## src/rtl/tile_scan_fetch_pkg.sv

```systemverilog
// Shared display definitions: map cell types, screen geometry defaults and bus widths
// used by the tile scan front end and its testbench.
package tile_scan_fetch_pkg;

    typedef enum logic [1:0] {
        CELL_EMPTY  = 2'd0,
        CELL_WALL   = 2'd1,
        CELL_BARREL = 2'd2,
        CELL_RSVD   = 2'd3
    } cell_t;

    localparam int MAP_ADDR_W      = 12;
    localparam int ROM_COORD_W     = 4;
    localparam int RGB_W           = 24;

    localparam int TILE_DEF        = 10;
    localparam int H_ACTIVE_DEF    = 640;
    localparam int V_ACTIVE_DEF    = 480;
    localparam int MAP_COLS_DEF    = H_ACTIVE_DEF / TILE_DEF;
    localparam int ANIM_FRAMES_DEF = 30;

endpackage

```

## src/rtl/tile_scan_fetch_if.sv

```systemverilog
// Pixel-scan bus between the VGA timing source, map RAM, tile ROM and the VGA output stage.
// The master side is the scan front end; the slave side is everything around it.
interface tile_scan_fetch_if;
    import tile_scan_fetch_pkg::*;

    logic                   i_frame_start;
    logic                   i_de;
    logic [MAP_ADDR_W-1:0]  o_map_addr;
    logic                   o_map_re;
    logic [1:0]             i_map_data;
    logic [ROM_COORD_W-1:0] o_rom_x;
    logic [ROM_COORD_W-1:0] o_rom_y;
    logic                   o_rom_is_wall;
    logic                   o_rom_sel;
    logic [RGB_W-1:0]       i_rom_rgb;
    logic [RGB_W-1:0]       o_rgb;
    logic                   o_rgb_valid;
    logic                   o_err;

    modport master (
        input  i_frame_start, i_de, i_map_data, i_rom_rgb,
        output o_map_addr, o_map_re, o_rom_x, o_rom_y, o_rom_is_wall,
               o_rom_sel, o_rgb, o_rgb_valid, o_err
    );

    modport slave (
        output i_frame_start, i_de, i_map_data, i_rom_rgb,
        input  o_map_addr, o_map_re, o_rom_x, o_rom_y, o_rom_is_wall,
               o_rom_sel, o_rgb, o_rgb_valid, o_err
    );

endinterface

```

## src/rtl/tile_scan_fetch_axis.sv

```systemverilog
// Pixel / tile-local / tile-index triple counter for one screen axis; the local
// coordinate wraps at TILE-1 and carries into the tile index, so no divider is needed.
module tile_axis_counter #(
    parameter int PIX_MAX = 640,
    parameter int TILE    = 10,
    parameter int LOC_W   = 4,
    parameter int TILE_W  = 6
) (
    input  logic              clk,
    input  logic              rst_n,
    input  logic              clear,
    input  logic              step,
    output logic [LOC_W-1:0]  loc,
    output logic [TILE_W-1:0] tile,
    output logic              overrun
);

    localparam int               PIX_W    = $clog2(PIX_MAX);
    localparam logic [PIX_W-1:0] PIX_LAST = PIX_W'(PIX_MAX - 1);
    localparam logic [LOC_W-1:0] LOC_LAST = LOC_W'(TILE - 1);

    logic [PIX_W-1:0]  pix_q, pix_c, pix_n;
    logic [LOC_W-1:0]  loc_q, loc_c, loc_n;
    logic [TILE_W-1:0] tile_q, tile_c, tile_n;
    logic              full_q, full_c, full_n;

    // A clear in the same cycle as a step makes that step count as position zero.
    always_comb begin
        pix_c  = clear ? '0   : pix_q;
        loc_c  = clear ? '0   : loc_q;
        tile_c = clear ? '0   : tile_q;
        full_c = clear ? 1'b0 : full_q;
    end

    assign loc     = loc_c;
    assign tile    = tile_c;
    assign overrun = step & full_c;

    // Once the last position is consumed the counter freezes there and further steps overrun.
    always_comb begin
        pix_n  = pix_c;
        loc_n  = loc_c;
        tile_n = tile_c;
        full_n = full_c;
        if (step && !full_c) begin
            if (pix_c == PIX_LAST) begin
                full_n = 1'b1;
            end else begin
                pix_n = pix_c + 1'b1;
                if (loc_c == LOC_LAST) begin
                    loc_n  = '0;
                    tile_n = tile_c + 1'b1;
                end else begin
                    loc_n = loc_c + 1'b1;
                end
            end
        end
    end

    always_ff @(posedge clk or negedge rst_n) begin
        if (!rst_n) begin
            pix_q  <= '0;
            loc_q  <= '0;
            tile_q <= '0;
            full_q <= 1'b0;
        end else begin
            pix_q  <= pix_n;
            loc_q  <= loc_n;
            tile_q <= tile_n;
            full_q <= full_n;
        end
    end

endmodule

```

## src/rtl/tile_scan_fetch.sv

```systemverilog
// Tile display scan front end: tracks the active pixel, fetches its map cell, drives the
// tile ROM lookup and registers the returned colour as a valid-qualified pixel stream.
module tile_scan_fetch
    import tile_scan_fetch_pkg::*;
#(
    parameter int H_ACTIVE    = H_ACTIVE_DEF,
    parameter int V_ACTIVE    = V_ACTIVE_DEF,
    parameter int TILE        = TILE_DEF,
    parameter int MAP_COLS    = MAP_COLS_DEF,
    parameter int ANIM_FRAMES = ANIM_FRAMES_DEF
) (
    input  logic              i_clk,
    input  logic              i_rst_n,
    tile_scan_fetch_if.master bus
);

    localparam int LOC_W = $clog2(TILE);
    localparam int COL_W = $clog2(MAP_COLS);
    localparam int ROW_W = $clog2(V_ACTIVE / TILE);
    localparam int FC_W  = $clog2(ANIM_FRAMES);

    logic [LOC_W-1:0] lx, ly, lx1, ly1;
    logic [COL_W-1:0] tile_col;
    logic [ROW_W-1:0] tile_row;
    logic             de1;
    logic             line_end;
    logic             col_clear;
    logic             row_step;
    logic             col_ovr, row_ovr;
    logic [FC_W-1:0]  frame_cnt;
    logic             sel_q;
    logic             err_q;
    logic [RGB_W-1:0] rgb_q;
    logic             rgb_valid_q;

    // de1 doubles as the previous-cycle display enable for falling-edge detection.
    assign line_end  = de1 & ~bus.i_de;
    assign col_clear = bus.i_frame_start | line_end;
    assign row_step  = line_end & ~bus.i_frame_start;

    tile_axis_counter #(
        .PIX_MAX (H_ACTIVE),
        .TILE    (TILE),
        .LOC_W   (LOC_W),
        .TILE_W  (COL_W)
    ) u_col (
        .clk     (i_clk),
        .rst_n   (i_rst_n),
        .clear   (col_clear),
        .step    (bus.i_de),
        .loc     (lx),
        .tile    (tile_col),
        .overrun (col_ovr)
    );

    tile_axis_counter #(
        .PIX_MAX (V_ACTIVE),
        .TILE    (TILE),
        .LOC_W   (LOC_W),
        .TILE_W  (ROW_W)
    ) u_row (
        .clk     (i_clk),
        .rst_n   (i_rst_n),
        .clear   (bus.i_frame_start),
        .step    (row_step),
        .loc     (ly),
        .tile    (tile_row),
        .overrun (row_ovr)
    );

    assign bus.o_map_addr = MAP_ADDR_W'(tile_row) * MAP_ADDR_W'(MAP_COLS) + MAP_ADDR_W'(tile_col);
    assign bus.o_map_re   = bus.i_de & i_rst_n;

    always_ff @(posedge i_clk or negedge i_rst_n) begin
        if (!i_rst_n) begin
            de1 <= 1'b0;
            lx1 <= '0;
            ly1 <= '0;
        end else begin
            de1 <= bus.i_de;
            lx1 <= lx;
            ly1 <= ly;
        end
    end

    assign bus.o_rom_x       = ROM_COORD_W'(lx1);
    assign bus.o_rom_y       = ROM_COORD_W'(ly1);
    assign bus.o_rom_is_wall = de1 & (bus.i_map_data == CELL_WALL);
    assign bus.o_rom_sel     = sel_q;

    // Animation select only flips on a frame start so a frame never mixes two variants.
    always_ff @(posedge i_clk or negedge i_rst_n) begin
        if (!i_rst_n) begin
            frame_cnt <= '0;
            sel_q     <= 1'b0;
        end else if (bus.i_frame_start) begin
            if (frame_cnt == FC_W'(ANIM_FRAMES - 1)) begin
                frame_cnt <= '0;
                sel_q     <= ~sel_q;
            end else begin
                frame_cnt <= frame_cnt + 1'b1;
            end
        end
    end

    always_ff @(posedge i_clk or negedge i_rst_n) begin
        if (!i_rst_n) begin
            err_q       <= 1'b0;
            rgb_q       <= '0;
            rgb_valid_q <= 1'b0;
        end else begin
            err_q       <= err_q | col_ovr | row_ovr;
            rgb_q       <= de1 ? bus.i_rom_rgb : '0;
            rgb_valid_q <= de1;
        end
    end

    assign bus.o_err       = err_q;
    assign bus.o_rgb       = rgb_q;
    assign bus.o_rgb_valid = rgb_valid_q;

endmodule

```

## src/flat_wrapper.sv

```systemverilog
// flat-port wrapper written by rule: the top's interface ports become plain ports
module tile_scan_fetch_flat import tile_scan_fetch_pkg::*;
#(
    parameter int H_ACTIVE    = H_ACTIVE_DEF,
    parameter int V_ACTIVE    = V_ACTIVE_DEF,
    parameter int TILE        = TILE_DEF,
    parameter int MAP_COLS    = MAP_COLS_DEF,
    parameter int ANIM_FRAMES = ANIM_FRAMES_DEF
)
  (i_clk, i_rst_n, bus_i_frame_start, bus_i_de, bus_i_map_data, bus_i_rom_rgb, bus_o_map_addr, bus_o_map_re, bus_o_rom_x, bus_o_rom_y, bus_o_rom_is_wall, bus_o_rom_sel, bus_o_rgb, bus_o_rgb_valid, bus_o_err);
  tile_scan_fetch_if bus_i ();
  input  logic i_clk;
  input  logic i_rst_n;
  input wire logic [$bits(bus_i.i_frame_start)-1:0] bus_i_frame_start;
  input wire logic [$bits(bus_i.i_de)-1:0] bus_i_de;
  input wire logic [$bits(bus_i.i_map_data)-1:0] bus_i_map_data;
  input wire logic [$bits(bus_i.i_rom_rgb)-1:0] bus_i_rom_rgb;
  output wire logic [$bits(bus_i.o_map_addr)-1:0] bus_o_map_addr;
  output wire logic [$bits(bus_i.o_map_re)-1:0] bus_o_map_re;
  output wire logic [$bits(bus_i.o_rom_x)-1:0] bus_o_rom_x;
  output wire logic [$bits(bus_i.o_rom_y)-1:0] bus_o_rom_y;
  output wire logic [$bits(bus_i.o_rom_is_wall)-1:0] bus_o_rom_is_wall;
  output wire logic [$bits(bus_i.o_rom_sel)-1:0] bus_o_rom_sel;
  output wire logic [$bits(bus_i.o_rgb)-1:0] bus_o_rgb;
  output wire logic [$bits(bus_i.o_rgb_valid)-1:0] bus_o_rgb_valid;
  output wire logic [$bits(bus_i.o_err)-1:0] bus_o_err;
  assign bus_i.i_frame_start = bus_i_frame_start;
  assign bus_i.i_de = bus_i_de;
  assign bus_i.i_map_data = bus_i_map_data;
  assign bus_i.i_rom_rgb = bus_i_rom_rgb;
  assign bus_o_map_addr = bus_i.o_map_addr;
  assign bus_o_map_re = bus_i.o_map_re;
  assign bus_o_rom_x = bus_i.o_rom_x;
  assign bus_o_rom_y = bus_i.o_rom_y;
  assign bus_o_rom_is_wall = bus_i.o_rom_is_wall;
  assign bus_o_rom_sel = bus_i.o_rom_sel;
  assign bus_o_rgb = bus_i.o_rgb;
  assign bus_o_rgb_valid = bus_i.o_rgb_valid;
  assign bus_o_err = bus_i.o_err;
  tile_scan_fetch #(.H_ACTIVE(H_ACTIVE), .V_ACTIVE(V_ACTIVE), .TILE(TILE), .MAP_COLS(MAP_COLS), .ANIM_FRAMES(ANIM_FRAMES)) u_core (.i_clk(i_clk), .i_rst_n(i_rst_n), .bus(bus_i));
endmodule
```

## config.mk

```make
export PLATFORM = sky130hd
export DESIGN_NAME = tile_scan_fetch_flat
export DESIGN_NICKNAME = d
export VERILOG_FILES = /design/src/rtl/tile_scan_fetch_pkg.sv /design/src/rtl/tile_scan_fetch_if.sv /design/src/rtl/tile_scan_fetch_axis.sv /design/src/rtl/tile_scan_fetch.sv /design/src/flat_wrapper.sv
export SDC_FILE = /design/constraint.sdc
export NUM_CORES = 1
export LEC_CHECK = 0
export ABC_CLOCK_PERIOD_IN_PS = 2600
export CAP_MARGIN = 10
export CORE_MARGIN = 3
export CORE_UTILIZATION = 39
export DETAILED_ROUTE_END_ITERATION = 8
export MAX_ROUTING_LAYER = met4
export PLACE_DENSITY = 0.73
export RECOVER_POWER = 50
export SLEW_MARGIN = 40
export SYNTH_ARGS = -nofsm -noshare
export SYNTH_HDL_FRONTEND = slang
export SYNTH_SLANG_ARGS = --single-unit
```

## constraint.sdc

```tcl
create_clock -name i_clk -period 2.6 [get_ports i_clk]
set_clock_uncertainty 0.2 [all_clocks]
set_input_delay 0.52 -clock i_clk [delete_from_list [all_inputs] [get_ports i_clk]]
set_output_delay 0.52 -clock i_clk [all_outputs]
set_load 0.02 [all_outputs]
```

# Word-level counts from Yosys, hierarchy flattened
# Index checks and enable logic that the tools add are counted.
# totals
reg_bits	82
inputBits	30
wordCells	77
# op_classes
addsub	8
n_eq_ne	6
mux	30
n_bitwise	12
n_reduce_logical	5
# ops
operator	count
two-way mux 6 bit	8
two-way mux 4 bit	8
two-way mux 10 bit	3
two-way mux 9 bit	3
two-way mux 24 bit	1
adder 12 x 6 -> 12 bit	1
adder 6 x 1 -> 6 bit, second input constant	2
adder 10 x 1 -> 10 bit, second input constant	1
equality test 10 bit, second input constant	1
adder 9 x 1 -> 9 bit, second input constant	1
equality test 9 bit, second input constant	1
adder 4 x 1 -> 4 bit, second input constant	2
equality test 4 bit, second input constant	2
bitwise AND 1 bit	6
two-way mux 1 bit	6
adder 5 x 1 -> 5 bit, second input constant	1
equality test 5 bit, second input constant	1
two-way mux 5 bit	1
inverter 1 bit	3
bitwise OR 1 bit	3
equality test 2 x 1 -> 1 bit, second input constant	1
logical AND 1 bit	2
logical NOT 1 bit	2
AND reduction 2 bit	1

# Depth between registers and ports, before layout
# depth
word_depth	8
mapped_depth	9
depth_no_buf	8

# Modules after synthesis
# Synthesis repeated with hierarchy kept, for this count alone.
# unflattened
hier_cells	325
hier_area_um2	3746.1
# modules_own_cells
module	n_inst	cells_each	area_each_um2
tile_scan_fetch	1	96	1381.3
tile_axis_counter (u_core.u_col)	1	119	1202.4
tile_axis_counter (u_core.u_row)	1	110	1162.4

# Worst setup path after synthesis
# Ideal clock, no wire load.
# synth_path
kind	in2reg
start	in bus_i_de
end	reg u_core.u_col.pix_q[1]
arrival_time_ns	2.229
required_ns	2.275
setup_slack_ns	0.047
stages	8
path_cell_list	buf_4 > nor2b_2 > nor2_1 > and2_1 > ha_1 > a31oi_2 > o21ai_2 > mux2_2
# synth_via
elab_chain_cells	7
word_cells_on_any_way	11
cone_classes	1 x add/sub; 1 x eq/ne; 4 x mux; 3 x bitwise; 2 x reduce/logical
# synth_lines
item	line_no	rtl
start, declared	flat_wrapper.sv:15	input wire logic [$bits(bus_i.i_de)-1:0] bus_i_de;
inverter 1 bit	tile_scan_fetch.sv:37	assign line_end = de1 & ~bus.i_de;
bitwise AND 1 bit	tile_scan_fetch.sv:37	
bitwise OR 1 bit	tile_scan_fetch.sv:38	assign col_clear = bus.i_frame_start | line_end;
two-way mux 10 bit or two-way mux 1 bit (tied branches)	tile_scan_fetch_axis.sv:29, tile_scan_fetch_axis.sv:32	
adder 10 x 1 -> 10 bit, or another cell as far along	tile_scan_fetch_axis.sv:49	pix_n = pix_c + 1'b1;
two-way mux 10 bit or logical AND 1 bit (tied branches)	tile_scan_fetch_axis.sv:46, tile_scan_fetch_axis.sv:45	
two-way mux 10 bit (*)	tile_scan_fetch_axis.sv:45	if (step && !full_c) begin
net u_core.u_col.pix_n[1]	tile_scan_fetch_axis.sv:22	logic [PIX_W-1:0] pix_q, pix_c, pix_n;
end signal, assigned	tile_scan_fetch_axis.sv:67	pix_q <= pix_n;
end, declared	tile_scan_fetch_axis.sv:22	
# Mark *: on every way through the listed nets, which the timed path passes. The rest lies on a longest branch.
# A chain may end at the register's enable or synchronous reset.

# Final worst setup path
# layout_path
start	in bus_i_de
end	out bus_o_map_re
# layout_via
elab_chain_cells	1
# layout_lines
item	line_no	rtl
bitwise AND 1 bit	tile_scan_fetch.sv:72	assign bus.o_map_re = bus.i_de & i_rst_n;
end, declared	flat_wrapper.sv:19	output wire logic [$bits(bus_i.o_map_re)-1:0] bus_o_map_re;
# No other way between the ends.

==> run_results.csv <==
group,metric,value,unit
cells_and_area,drive_gt1_share,14.9,%
floorplan,die_area,10700,sq um
grt,grt_util_all_layers,15.6,%
floorplan,coreArea,8980,sq um
sta,setup_viol,0,
worst_setup_path,path_buf_inv,3,
cells_and_area,syn_to_final_growth,35.4,%
logic_synthesis,syn_area,3690,sq um
floorplan,pin_count,79,
cts,cts_tree,"built",
power,p_total,0.00276,W
power,power.density,553,nW/um^2
place,port_buffers,78,
worst_setup_path,critPathKind,"in -> out",
min_path,hold_path_class,"reg -> reg",
power,power_leakage,2.23,nW
grt,antenna_found_initial,0,
cells_and_area,diodes,0,
cts,cts_root_buffer,"clkbuf_8",
cells_and_area,finish.net_count,468,
logic_synthesis,syn_inst,322,
cts,cts_hold_buf,0,
cells_and_area,n_fill_cell,767,
detailed_routing,drc,0,
logic_synthesis,synth_top_family_by_area,"simple AND/OR/NAND/NOR gates",
detailed_routing,routedWlPerCell,13.7,um
worst_setup_path,path_max_fanout,12,
detailed_routing,drt_wl_total,7700,um
job,max_cap_violations,1,
logic_synthesis,synth_compound_gate_area_share,7.86,%
sta,rsz0062_at_grt,"false",
sta,fmax,403,MHz
sta,final.min_clock_period,2.48,ns
detailed_routing,firstDrtPassIters,5,
worst_setup_path,critPathMaxStageDelay,0.61,ns
worst_setup_path,arrival,1.76,ns
detailed_routing,vias_per_cell,4.95,
logic_synthesis,ys_ff_latch,82,
worst_setup_path,end_kind,"primary output",
cells_and_area,final_util,55.7,%
place,gp_congestion,0.807,
cts,numCtsBuffers,9,
run_status,run_status,"finished with violations",
logic_synthesis,synthXorXnorAreaFrac,5.45,%
floorplan,die_width,103,um
logic_synthesis,syn_avg_cell_area,11.5,sq um
cts,clk_latency,0.34,ns
detailed_routing,drtIter0Drc,120,
logic_synthesis,synth_nets,358,
logic_synthesis,seq_area_frac_synth,55.6,%
power,peakVddDrop,0.293,mV
floorplan,die_y,103,um
floorplan,initial_core_util,41.1,%
place,post-dp-hpwl,5420,um
worst_setup_path,crit_path_cell_trace,"dlygate4sd2_1 -> buf_4 -> and2_1 -> clkdlybuf4s50_1",
sta,tightest_slew,1.79,ns
cts,cts_sinks,82,
logic_synthesis,synthAdderAreaFrac,2.03,%
run_status,violations,"max-capacitance violations, max-slew violations",
detailed_routing,vias,2777,
logic_synthesis,synth_edf_count,0,
worst_setup_path,worst_setup_path_start_kind,"input port",
grt,grt_pass1_vias,2787,
logic_synthesis,async_reset_ff_share,100,%
detailed_routing,antenna_left,0,
sta,post-route-period-util,95.5,%
grt,grt_pass1_wl,12700,um
logic_synthesis,ys_warn_count,0,
cts,cts_buffer_depth,2,
cts,htreeDepth,3,
worst_setup_path,cp_slowest_cell,"clkdlybuf4s50_1",
sta,drv_slew,83,
worst_setup_path,cp.required,1.88,ns
logic_synthesis,synth_mux_area_share,3.01,%
grt,grt_max_degree,83,
grt,grt-ovfl-total,0,
sta,slew_headroom,-19.0,%
worst_setup_path,crit_family,"buffers and inverters",
logic_synthesis,synth-simple-area-share,24.0,%
logic_synthesis,synth_cell_types,56,
logic_synthesis,ys.flop_type,"dfrtp_1",
cts,clk_pin_slew,0.08,ns
sta,hold_viol_final,0,
floorplan,rows,34,
-- cell usage in the layout, fill, tap and decap left out, drive strengths merged, types with 4 or more instances in the layout --
cell / synthesis / final
mux2: 9 / 9
a31oi: 4 / 4
dfrtp: 82 / 82
clkbuf: 5 / 14
o211ai: 5 / 5
nor2: 15 / 15
buf: 7 / 32
xor2: 7 / 7
nand4: 10 / 10
nor3b: 4 / 4
xnor2: 16 / 16
nand2: 22 / 22
dlygate4sd2: 0 / 6
inv: 5 / 5
nand3: 8 / 8
ha: 6 / 6
nor2b: 15 / 15
and2: 39 / 39
clkdlybuf4s50: 0 / 69
a21oi: 5 / 5
o21ai: 7 / 7
and3: 6 / 6
nand2b: 5 / 5
-- layout make-up --
class	instances	area, sq um	area share, %
multi-input combinational	223	1560	31.3
inverter	5	18.8	0.375
clock buffer	11	141	2.83
tap	126	158	3.15
clock inverter	3	65.1	1.30
sequential	82	2050	41.0
timing repair buffer	111	1000	20.0
-- cell usage after synthesis (3+ instances only) --
cell type / count / area [sq um]
mux2_2: 9 / 101
o21ai_0: 6 / 30.0
nand4_1: 10 / 62.6
xnor2_1: 16 / 140
a21oi_1: 5 / 25.0
nor2b_1: 14 / 87.6
xor2_1: 7 / 61.3
nand2b_1: 5 / 31.3
and3_1: 6 / 37.5
ha_1: 6 / 75.1
nor3b_1: 3 / 22.5
nor4_1: 3 / 18.8
inv_1: 5 / 18.8
and2_1: 39 / 244
buf_2: 5 / 25.0
nand2_1: 22 / 82.6
clkbuf_1: 5 / 18.8
nor2_1: 15 / 56.3
o211ai_1: 5 / 37.5
nand3_1: 8 / 40.0
a31oi_1: 3 / 18.8
dfrtp_1: 82 / 2050
-- worst paths after layout --
| kind | slack (ns) | end | startpoint | cells past startpoint |
|---|---|---|---|---|
| hold reg to reg | 0.27 | u_core.bus.o_rom_sel | u_core.bus.o_rom_sel | 1 |
| setup / recovery | 0.12 | bus_o_map_re | bus_i_de | 4 |
| setup reg to reg | 0.25 | u_core.u_col.tile_q[1] | u_core.de1 | 8 |
| max in group asynchronous | 0.47 | u_core.bus.o_rgb[7] | i_rst_n | 2 |
| min in group asynchronous | 0.69 | u_core.u_col.pix_q[2] | i_rst_n | 2 |
| hold / removal | 0.27 | u_core.bus.o_rom_sel | u_core.bus.o_rom_sel | 1 |
-- routing by layer --
layer / vias to the layer above / share of wire (%) / global-route usage, %
met5: - / 0 / -
met1: 1324 / 47 / 20.0
met4: 0 / 1.9 / 6.87
met2: 92 / 45 / 24.3
li1: 1347 / - / -
met3: 14 / 5.8 / 2.88
-- sequential cells by signal, summed over array words and instances, names as in the netlist, 4 cells and up --
register	flops
u_core.u_row.pix_q	9
u_core.u_col.pix_q	10
u_core.bus.o_rgb	24
u_core.frame_cnt	5
u_core.bus.o_rom_y	4
u_core.u_row.loc_q	4
u_core.bus.o_rom_x	4
u_core.u_col.tile_q	6
u_core.u_col.loc_q	4
u_core.u_row.tile_q	6
-- worst register-to-register path, cell delays in order (launching register included) --
cell	delay (ns)
dfrtp_1	0.34
nor2b_2	0.22
nor2_1	0.06
buf_4	0.17
and2_1	0.18
ha_1	0.24
buf_4	0.17
a311oi_4	0.29
mux2_2	0.38
-- cell families (layout without fill, tap and decap cells) --
| group | after synthesis | count (layout) |
|---|---|---|
| AOI/OAI and AO/OA | 38 | 38 |
| xor gates and xnor gates | 23 | 23 |
| muxes | 10 | 10 |
| and+or+nand+nor | 146 | 146 |
| DFF | 82 | 82 |
| adders and majority gates | 6 | 6 |
| buffers and inverters | 17 | 130 |
-- where the power goes --
group,internal (W),leakage (nW),switching (W)
combinational,0.000187,1.03,0.000183
clock,0.000556,0.105,0.000425
sequential,0.00135,1.10,0.0000596
-- per-stage QoR --
step	std cells	hold slack (ns)	worst slack [ns]	setup TNS (ns)	cell area (sq um)
after floorplan	322	0.0244	0.0466	0	3690
after global placement	547	0.257	-0.376	-6.12	4810
after detailed placement	547	0.268	-0.433	-7.25	4820
after CTS	561	0.156	0.0714	0	5020
after global routing	561	0.288	0.0166	0	5000
final	561	0.271	0.117	0	5000
-- repair_timing --
| item | 4_1_cts | 5_1_grt |
|---|---|---|
| resized for setup | 9 | 0 |
| endpoints found under the hold margin | 0 | 0 |
| setup buffers | 0 | 0 |
| endpoints found under the setup margin | 9 | 0 |
Power figures use the tool's default switching activity.
